[src/rtl/uart_rx_cfg.sv]
// ---------------------------------------------------------------------------
// uart_rx_cfg
//
// Parametrised UART receiver. The serial line is brought into the clock
// domain through a two-flop synchroniser. Each bit is sampled three times
// around its centre, and the majority of the three samples gives the bit
// value. The receiver supports 5..9 data bits (LSB first), none/even/odd
// parity and 1 or 2 stop bits. It reports parity errors, framing errors and
// line breaks.
//
// Ports
//   i_Clock      : system clock, rising edge
//   i_Reset      : asynchronous, active-high reset
//   i_RX_Serial  : asynchronous serial line, idle high
//   o_RX_DV      : one-cycle pulse when a frame completes
//   o_RX_Byte    : received data, right-aligned, held until the next pulse
//   o_Parity_Err : parity mismatch for the frame, valid with o_RX_DV
//   o_Frame_Err  : a stop bit was received as 0, valid with o_RX_DV
//   o_Break      : break detected (all votes 0), valid with o_RX_DV
//   o_Busy       : high whenever the receiver is not idle
// ---------------------------------------------------------------------------
module uart_rx_cfg #(
   parameter int CLKS_PER_BIT = 87,
   parameter int DATA_BITS    = 8,
   parameter int PARITY       = 0,
   parameter int STOP_BITS    = 1
) (
   input  logic                 i_Clock,
   input  logic                 i_Reset,
   input  logic                 i_RX_Serial,
   output logic                 o_RX_DV,
   output logic [DATA_BITS-1:0] o_RX_Byte,
   output logic                 o_Parity_Err,
   output logic                 o_Frame_Err,
   output logic                 o_Break,
   output logic                 o_Busy
);

   localparam int CW = $clog2(CLKS_PER_BIT);
   localparam int M  = (CLKS_PER_BIT - 1) / 2;

   localparam logic [CW-1:0] CNT_LAST  = CW'(CLKS_PER_BIT - 1);
   localparam logic [CW-1:0] CNT_SAMP0 = CW'(M - 1);
   localparam logic [CW-1:0] CNT_SAMP1 = CW'(M);
   localparam logic [CW-1:0] CNT_VOTE  = CW'(M + 1);
   localparam logic [3:0]    DATA_LAST = 4'(DATA_BITS - 1);
   localparam logic          STOP_LAST = (STOP_BITS == 2) ? 1'b1 : 1'b0;

   typedef enum logic [2:0] {
      ST_IDLE,
      ST_START,
      ST_DATA,
      ST_PARITY,
      ST_STOP,
      ST_WAIT_HIGH
   } state_t;

   logic                 sync1_q;
   logic                 sync2_q;
   logic [1:0]           settle_q;
   logic                 armed_q;
   logic                 rxS;

   state_t               state_q, state_d;
   logic [CW-1:0]        cnt_q, cnt_d;
   logic [3:0]           bitIdx_q, bitIdx_d;
   logic                 stopIdx_q, stopIdx_d;
   logic [1:0]           samp_q, samp_d;
   logic [DATA_BITS-1:0] shift_q, shift_d;
   logic                 parityPend_q, parityPend_d;
   logic                 framePend_q, framePend_d;
   logic                 allZero_q, allZero_d;
   logic                 rxDv_q, rxDv_d;
   logic [DATA_BITS-1:0] rxByte_q, rxByte_d;
   logic                 parityErr_q, parityErr_d;
   logic                 frameErr_q, frameErr_d;
   logic                 break_q, break_d;

   logic                 vote;
   logic                 isVote;
   logic                 isLast;
   logic                 expParity;
   logic                 breakNow;

   assign rxS = sync2_q;

   // Two-flop synchroniser for the serial pin, plus an arming flag. The sync
   // flops come out of reset holding 1, so they look idle even when the real
   // line is low. settle_q waits until the second flop holds a genuine line
   // sample. Start detection is only armed after that genuine sample has been
   // high once. As a result, a line that was low across reset cannot start a
   // frame until it has returned to idle.
   always_ff @(posedge i_Clock or posedge i_Reset) begin
      if (i_Reset) begin
         sync1_q  <= 1'b1;
         sync2_q  <= 1'b1;
         settle_q <= 2'b00;
         armed_q  <= 1'b0;
      end else begin
         sync1_q  <= i_RX_Serial;
         sync2_q  <= sync1_q;
         settle_q <= {settle_q[0], 1'b1};
         if (settle_q[1] && sync2_q) begin
            armed_q <= 1'b1;
         end
      end
   end

   // Majority of the samples taken at M-1 and M and the live sample at M+1.
   // isVote marks the cycle in which that decision is made.
   assign vote      = (samp_q[0] & samp_q[1]) | (samp_q[0] & rxS) | (samp_q[1] & rxS);
   assign isVote    = (cnt_q == CNT_VOTE);
   assign isLast    = (cnt_q == CNT_LAST);
   assign expParity = (PARITY == 2) ? ~(^shift_q) : (^shift_q);
   assign breakNow  = allZero_q & ~vote;

   // State and datapath registers. Everything here moves only through the
   // next-state values computed below.
   always_ff @(posedge i_Clock or posedge i_Reset) begin
      if (i_Reset) begin
         state_q      <= ST_IDLE;
         cnt_q        <= '0;
         bitIdx_q     <= '0;
         stopIdx_q    <= 1'b0;
         samp_q       <= '0;
         shift_q      <= '0;
         parityPend_q <= 1'b0;
         framePend_q  <= 1'b0;
         allZero_q    <= 1'b0;
         rxDv_q       <= 1'b0;
         rxByte_q     <= '0;
         parityErr_q  <= 1'b0;
         frameErr_q   <= 1'b0;
         break_q      <= 1'b0;
      end else begin
         state_q      <= state_d;
         cnt_q        <= cnt_d;
         bitIdx_q     <= bitIdx_d;
         stopIdx_q    <= stopIdx_d;
         samp_q       <= samp_d;
         shift_q      <= shift_d;
         parityPend_q <= parityPend_d;
         framePend_q  <= framePend_d;
         allZero_q    <= allZero_d;
         rxDv_q       <= rxDv_d;
         rxByte_q     <= rxByte_d;
         parityErr_q  <= parityErr_d;
         frameErr_q   <= frameErr_d;
         break_q      <= break_d;
      end
   end

   // Frame sequencing. The bit counter free-runs through each bit period. The
   // state-specific code only decides what happens at the vote point and at
   // the end of each bit. The final stop bit ends at the vote point, not at
   // the end of the bit. This leaves half a bit of margin for the next start
   // edge when the frames are sent back to back.
   always_comb begin
      state_d      = state_q;
      bitIdx_d     = bitIdx_q;
      stopIdx_d    = stopIdx_q;
      samp_d       = samp_q;
      shift_d      = shift_q;
      parityPend_d = parityPend_q;
      framePend_d  = framePend_q;
      allZero_d    = allZero_q;
      rxDv_d       = 1'b0;
      rxByte_d     = rxByte_q;
      parityErr_d  = parityErr_q;
      frameErr_d   = frameErr_q;
      break_d      = break_q;
      cnt_d        = isLast ? '0 : cnt_q + CW'(1);

      if (cnt_q == CNT_SAMP0) begin
         samp_d[0] = rxS;
      end
      if (cnt_q == CNT_SAMP1) begin
         samp_d[1] = rxS;
      end

      case (state_q)
         ST_IDLE: begin
            cnt_d = '0;
            if (!rxS && armed_q) begin
               state_d      = ST_START;
               cnt_d        = CW'(1);
               bitIdx_d     = '0;
               stopIdx_d    = 1'b0;
               parityPend_d = 1'b0;
               framePend_d  = 1'b0;
               allZero_d    = 1'b1;
            end
         end

         ST_START: begin
            if (isVote && vote) begin
               state_d = ST_IDLE;
               cnt_d   = '0;
            end else if (isLast) begin
               state_d = ST_DATA;
            end
         end

         ST_DATA: begin
            if (isVote) begin
               shift_d = {vote, shift_q[DATA_BITS-1:1]};
               if (vote) begin
                  allZero_d = 1'b0;
               end
            end
            if (isLast) begin
               if (bitIdx_q == DATA_LAST) begin
                  bitIdx_d = '0;
                  state_d  = (PARITY != 0) ? ST_PARITY : ST_STOP;
               end else begin
                  bitIdx_d = bitIdx_q + 4'd1;
               end
            end
         end

         ST_PARITY: begin
            if (isVote) begin
               if (vote != expParity) begin
                  parityPend_d = 1'b1;
               end
               if (vote) begin
                  allZero_d = 1'b0;
               end
            end
            if (isLast) begin
               state_d = ST_STOP;
            end
         end

         ST_STOP: begin
            if (isVote) begin
               if (!vote) begin
                  framePend_d = 1'b1;
               end else begin
                  allZero_d = 1'b0;
               end
               if (stopIdx_q == STOP_LAST) begin
                  rxDv_d      = 1'b1;
                  rxByte_d    = shift_q;
                  parityErr_d = parityPend_q;
                  frameErr_d  = framePend_q | ~vote;
                  break_d     = breakNow;
                  state_d     = breakNow ? ST_WAIT_HIGH : ST_IDLE;
                  cnt_d       = '0;
               end
            end else if (isLast) begin
               stopIdx_d = 1'b1;
            end
         end

         ST_WAIT_HIGH: begin
            cnt_d = '0;
            if (rxS) begin
               state_d = ST_IDLE;
            end
         end

         default: begin
            state_d = ST_IDLE;
            cnt_d   = '0;
         end
      endcase
   end

   assign o_RX_DV      = rxDv_q;
   assign o_RX_Byte    = rxByte_q;
   assign o_Parity_Err = parityErr_q;
   assign o_Frame_Err  = frameErr_q;
   assign o_Break      = break_q;
   assign o_Busy       = (state_q != ST_IDLE);

endmodule
[config.mk]
export PLATFORM = sky130hd
export DESIGN_NAME = uart_rx_cfg
export DESIGN_NICKNAME = d
export VERILOG_FILES = /design/src/rtl/uart_rx_cfg.sv
export SDC_FILE = /design/constraint.sdc
export NUM_CORES = 1
export LEC_CHECK = 0
export CAP_MARGIN = 25
export CORE_MARGIN = 1.5
export CORE_UTILIZATION = 52
export CTS_CLUSTER_DIAMETER = 100
export CTS_CLUSTER_SIZE = 10
export DETAILED_ROUTE_END_ITERATION = 8
export PLACE_DENSITY = 0.75
export REMOVE_ABC_BUFFERS = 1
export SYNTH_ARGS = -nofsm -noshare
export SYNTH_HDL_FRONTEND = slang
export SYNTH_SLANG_ARGS = --single-unit
[constraint.sdc]
create_clock -name i_Clock -period 1.8 [get_ports i_Clock]
set_clock_uncertainty 0.05 [all_clocks]
set_input_delay 0.36 -clock i_Clock [delete_from_list [all_inputs] [get_ports i_Clock]]
set_output_delay 0.36 -clock i_Clock [all_outputs]
set_load 0.005 [all_outputs]
==> key figures, run 1 <==
Synthesis
  • Avg Inst Size Synth: 10.1 um2
  • YS warnings: 0
  • #FFs+latches synth: 45
  • Number of flops mapped to enable cells by yosys: 0
  • FFs w/ async S/R, synth: 100%
  • Predominant post-synthesis flop cell: dfrtp_1
  • Syn Inst Count: 212
  • Mapped cell area: 2140 um2
  • Sequential area share after synthesis: 52.7%
  • Cell variety after synth: 46

GRT
  • Grt total ovfl: 0
  • Largest net degree at the start of global routing: 46
  • GRT Util Overall: 22.9%
  • Number of global-route vias before repair: 1663
  • Initial antenna violation count: 0
  • Global-route wire length before repair: 7580 um

Routing
  • Vias per cell: 5.31
  • Router iterations before antenna repair: 4
  • DR iter-0 viols: 132
  • Vias: 1651
  • Average wire per standard cell: 14.4 um
  • Routed WL: 4470 um
  • Final antenna-violating net count: 0
  • DRC: 0

STA
  • Setup total negative slack: -689 ps
  • Final setup viols: 13
  • RSZ-0062 raised after global routing: true
  • Final hold violation count: 0
  • Max Freq: 515 MHz
  • Setup slack after layout: -142 ps
  • Hold slack: 303 ps
  • Final min period: 1940 ps
  • Crit share post-route: 108%
  • Max Slew Vio Count: 0

Final layout
  • Area grow syn2layout: 28.6%
  • Layout cells sized above 1: 26.8%
  • Nets: 267
  • Most frequent cells in the layout: nand2_1 (42), dfrtp_1 (42), buf_4 (30), nor2_1 (17), clkdlybuf4s50_1 (14)
  • Antenna Cells: 0
  • Final core utilization: 69.3%
  • Fin area: 2750 um2
  • Final Non-Filler Cells: 311

Placed design
  • IO Port Bufs: 15
  • Post-DP HPWL: 3120 um
  • Final Wtd Congestion: 0.832
  • Worst slack, placed: -234 ps
  • DP Cell Count: 298
  • Area after DPL: 2560 um2

Pwr
  • Sw Ratio: 32.7%
  • Combinational Power Share: 33.6%
  • Clock share of power: 23.9%
  • Total power: 2.62 mW
  • Switch Pwr: 0.859 mW
  • LEAKAGE: 1.29 nW
  • Internal power: 1.77 mW
  • Pwr Density: 953 nW/um2
  • VDD IR max: 0.823 mV
  • Share of power burned in registers: 42.5%

Clock tree
  • H-tree depth: 2
  • Clock buffer depth: 2
  • Num CTS Buffers: 5
  • Total clock sinks: 45
  • CTS clk-pin slew, worst paths: 90 ps
  • Clk root buf: clkbuf_8
  • CTS tree: yes
  • Clk_lat worst skew: 300 ps

Run
  • Max Cap Viol: 0

Worst setup path
  • Worst path arrival time: 2080 ps
  • Crit path launch type: flip-flop
  • Crit end category: flip-flop
  • Crit Path Class: reg -> reg
  • R2R depth: 7
  • CP Max Fanout: 3
  • Worst path required time: 1940 ps

Floorplan
  • Die Area: 4510 um2
  • Num ports: 16
  • Core area: 3970 um2
  • Die height: 67.2 um
  • Num rows: 23
  • Starting Density: 53.9%
  • Die X: 67.2 um

Run status
  • Failing checks: setup timing
  • Run status: complete, but fails checks

Hold path
  • Hold Crit Class: reg -> reg
  • WHS Path Cells: 0
state kept, by name, indices dropped and copies added (netlist names), 2 cells and up:
name / flops
o_RX_Byte: 8
bitIdx_q: 4
settle_q: 2
samp_q: 2
state_q: 3
cnt_q: 7
shift_q: 8
Yosys cell counts (5+ instances only):
cell type / count / area (um2)
a21oi_1: 6 / 30.0
nand2_1: 43 / 161
mux2_2: 10 / 113
o21ai_0: 8 / 40.0
nand3_1: 8 / 40.0
dfrtp_1: 43 / 1080
nor2_1: 17 / 63.8
xnor2_1: 11 / 96.3
inv_1: 5 / 18.8
critical path: stages (launching register included):
cell     delay, ps
dfrtp_1        400
inv_2           90
ha_4           130
and3_4         180
nand2_2         60
o311a_1        390
nor3_4         210
mux2_4         330
logic make-up (layout without fill, tap and decap cells):
logic type                 Yosys count  count (layout)  share of synthesized area, %
xor gates and xnor gates            13              13                          5.32
AOI/OAI and AO/OA                   30              30                          9.00
buffers and inverters               13              62                          2.51
adders and majority gates            5               5                          2.81
muxes                               12              12                          6.31
and+or+nand+nor                     93              93                          21.2
DFF                                 45              45                          52.7
other                                1               1                         0.175
final cells by class:
class	instances	area, um2
repair buffers	49	437
clock inverters	3	21.3
inverters	5	18.8
clock buffers	5	68.8
well taps	50	62.6
flip-flops and latches	45	1130
multi-input cells	154	1020
fillers	305	1220
timing repair:
| item | in CTS | in global routing |
|---|---|---|
| resized for setup | 15 | 3 |
| hold buffers | 0 | 0 |
| setup endpoints to repair | 23 | 29 |
| endpoints found under the hold margin | 0 | 0 |
| buffers inserted | 5 | 0 |
| pin swaps | 4 | 1 |
power by group through the flow:
stage	registers [mW]	logic [mW]	clock network, mW
floorplan	1.17	0.375	0
global placement	1.14	0.682	0
detailed placement	1.14	0.708	0
CTS	1.11	0.852	0.643
global route	1.12	0.960	0.678
finish	1.11	0.882	0.628
worst paths after layout:
check	end	slack, ps	from
max	state_q[0]	-140	cnt_q[0]
min	settle_q[1]	300	settle_q[0]
max reg2reg	state_q[0]	-140	cnt_q[0]
min reg2reg	settle_q[1]	300	settle_q[0]
max in group asynchronous	sync1_q	1090	i_Reset
min in group asynchronous	o_RX_Byte[3]	330	i_Reset
metal layers:
metal,share of wire (%),track usage [%],wire length [um]
met5,0,0,0
met2,48,36.9,2150
met3,2.7,5.50,121
met1,47,29.6,2100
met4,2.2,9.69,98
No activity file was read; power rests on OpenSTA's default activity.
==> run 2, diff against run 1 <==
REMOVE_ABC_BUFFERS = not set   (was 1)
==> key figures, run 2 (same netlist as run 1, synthesis figures left out) <==
GRT
  • M1 GR Usage: 29.1% (-0.44 points)
  • Largest net degree at the start of global routing: 46 (unchanged)
  • GRT Util Overall: 21.0% (-1.9 points)
  • Global routing's busiest layer: met2
  • Initial antenna violation count: 0 (unchanged)
  • Met3 Track Usage GR: 4.50% (-1.0 points)
  • Number of global-route vias before repair: 1542 (-7.3%)
  • Grt total ovfl: 0 (unchanged)
  • Met2 GRT Util: 32.1% (-4.8 points)
  • Global-route wire length before repair: 7010 um (-7.6%)

Pwr
  • Sw Ratio: 33.3% (+0.59 points)
  • Switch Pwr: 0.914 mW (+6.5%)
  • Clock share of power: 24.0% (about the same)
  • Combinational Power Share: 35.4% (+1.8 points)
  • Share of power burned in registers: 40.6% (-1.9 points)
  • Total power: 2.74 mW (+4.6%)
  • Pwr Density: 974 nW/um2 (+2.2%)
  • LEAKAGE: 1.31 nW (+1.3%)
  • VDD IR max: 0.636 mV (-23%)
  • Internal power: 1.83 mW (+3.6%)

STA
  • RSZ-0062 raised after global routing: true
  • Max Freq: 532 MHz (+3.3%)
  • Final min period: 1880 ps (-61.5 ps)
  • Setup slack after layout: -80.5 ps (+61.5 ps)
  • Final hold violation count: 0 (unchanged)
  • Max Slew Vio Count: 0 (unchanged)
  • Hold slack: 309 ps (+5.64 ps)
  • Crit share post-route: 104% (-3.4 points)
  • Setup total negative slack: -197 ps (+492 ps)
  • Final setup viols: 3 (-10)

Final layout
  • Nets: 267 (unchanged)
  • Layout cells sized above 1: 27.2% (+0.38 points)
  • Most frequent cells in the layout: nand2_1 (43), dfrtp_1 (43), buf_4 (29), nor2_1 (17), clkdlybuf4s50_1 (14)
  • Final core utilization: 70.9% (+1.6 points)
  • Antenna Cells: 0 (unchanged)
  • Area grow syn2layout: 31.6%

Worst setup path
  • Worst path bufs/invs: 1 (unchanged)
  • Crit path launch type: flip-flop
  • Worst path arrival time: 2030 ps (-50 ps)
  • CP Cell Sequence: inv_2 -> ha_4 -> and3_4 -> nand2_4 -> o311a_4 -> nor3_4 -> mux2_1
  • Crit Path Class: reg -> reg
  • Worst path required time: 1950 ps (about the same)
  • Crit path largest cell delay: 390 ps (about the same)
  • CP max stage cell: dfrtp_1
  • CP Max Fanout: 4 (+1)
  • Crit end category: flip-flop
  • Crit-path leading delay family: simple AND/OR/NAND/NOR gates

Hold path
  • Hold Crit Class: reg -> reg

Floorplan
  • Die Area: 4510 um2 (unchanged)
  • Num ports: 16 (unchanged)
  • Starting Density: 53.9% (unchanged)
  • Die X: 67.2 um (unchanged)
  • Num rows: 23 (unchanged)
  • Die height: 67.2 um (unchanged)
  • Core area: 3970 um2 (unchanged)

Placed design
  • Worst slack, placed: -77.9 ps (+156 ps)
  • IO Port Bufs: 15 (unchanged)
  • Final Wtd Congestion: 0.838 (+0.71%)
  • Post-DP HPWL: 2990 um (-4.0%)

Clock tree
  • CTS clk-pin slew, worst paths: 90 ps (about the same)
  • Clock buffer depth: 2 (unchanged)
  • Clk_lat worst skew: 310 ps (about the same)
  • H-tree depth: 2 (unchanged)
  • Clk root buf: clkbuf_8
  • Num CTS Buffers: 5 (unchanged)
  • CTS tree: yes
  • CTS Hold Buffers Added: 0 (unchanged)
  • Total clock sinks: 45 (unchanged)

Routing
  • DRC: 0 (unchanged)
  • Vias: 1681 (+1.8%)
  • Average wire per standard cell: 14.5 um (+0.54%)
  • DR iter-0 viols: 151 (+14%)
  • Router iterations before antenna repair: 4 (unchanged)
  • Vias per cell: 5.41 (+1.8%)
  • Routed WL: 4490 um (+0.54%)
  • Final antenna-violating net count: 0 (unchanged)

Synthesis
  • Syn nets: 219

Run status
  • Failing checks: setup timing
  • Run status: complete, but fails checks

Run
  • Max Cap Viol: 0 (unchanged)
[run 2: path summary, 6_finish.rpt]
| check | startpoint | slack [ps] | cells after the start | endpoint |
|---|---|---|---|---|
| worst min register to register | settle_q[0] | 310 | 0 | settle_q[1] |
| max in group asynchronous | i_Reset | 1110 | 3 | sync1_q |
| worst min-delay path | settle_q[0] | 310 | 0 | settle_q[1] |
| worst max register to register | cnt_q[0] | -80 | 7 | state_q[0] |
| worst max-delay path | cnt_q[0] | -80 | 7 | state_q[0] |
| min in group asynchronous | i_Reset | 330 | 3 | shift_q[3] |
[run 2: what timing repair did]
| item | in CTS | in global routing |
|---|---|---|
| pin swaps | 0 | 2 |
| setup buffers | 3 | 4 |
| resized for setup | 9 | 15 |
| setup endpoints to repair | 10 | 23 |
[run 2: layout make-up]
cell class	instances	area, um2
clock buffers	5	68.8
clock inverters	3	25.0
fillers	315	1150
inverters	5	18.8
multi-input cells	154	1060
flip-flops and latches	45	1130
well taps	50	62.6
repair buffers	49	450
[run 2: routing by layer]
metal / share of wire (%) / routed length [um]
met1: 46 / 2080
met4: 2.3 / 102
met2: 48 / 2150
met3: 3.5 / 156
met5: 0 / 0
[run 2: power by group through the flow]
stage	Combinational, mW	Sequential [mW]	Clock [mW]
after detailed placement	0.705	1.14	0
after floorplan	0.442	1.12	0
final	0.971	1.11	0.659
after CTS	0.811	1.11	0.668
after global placement	0.703	1.14	0
after global routing	1.06	1.12	0.710
[run 2: metrics by stage]
stage,instance area [um2],cells
final,2820,311
after global routing,2820,311
after CTS,2720,307
after detailed placement,2560,296
after global placement,2560,296
after floorplan,2150,212
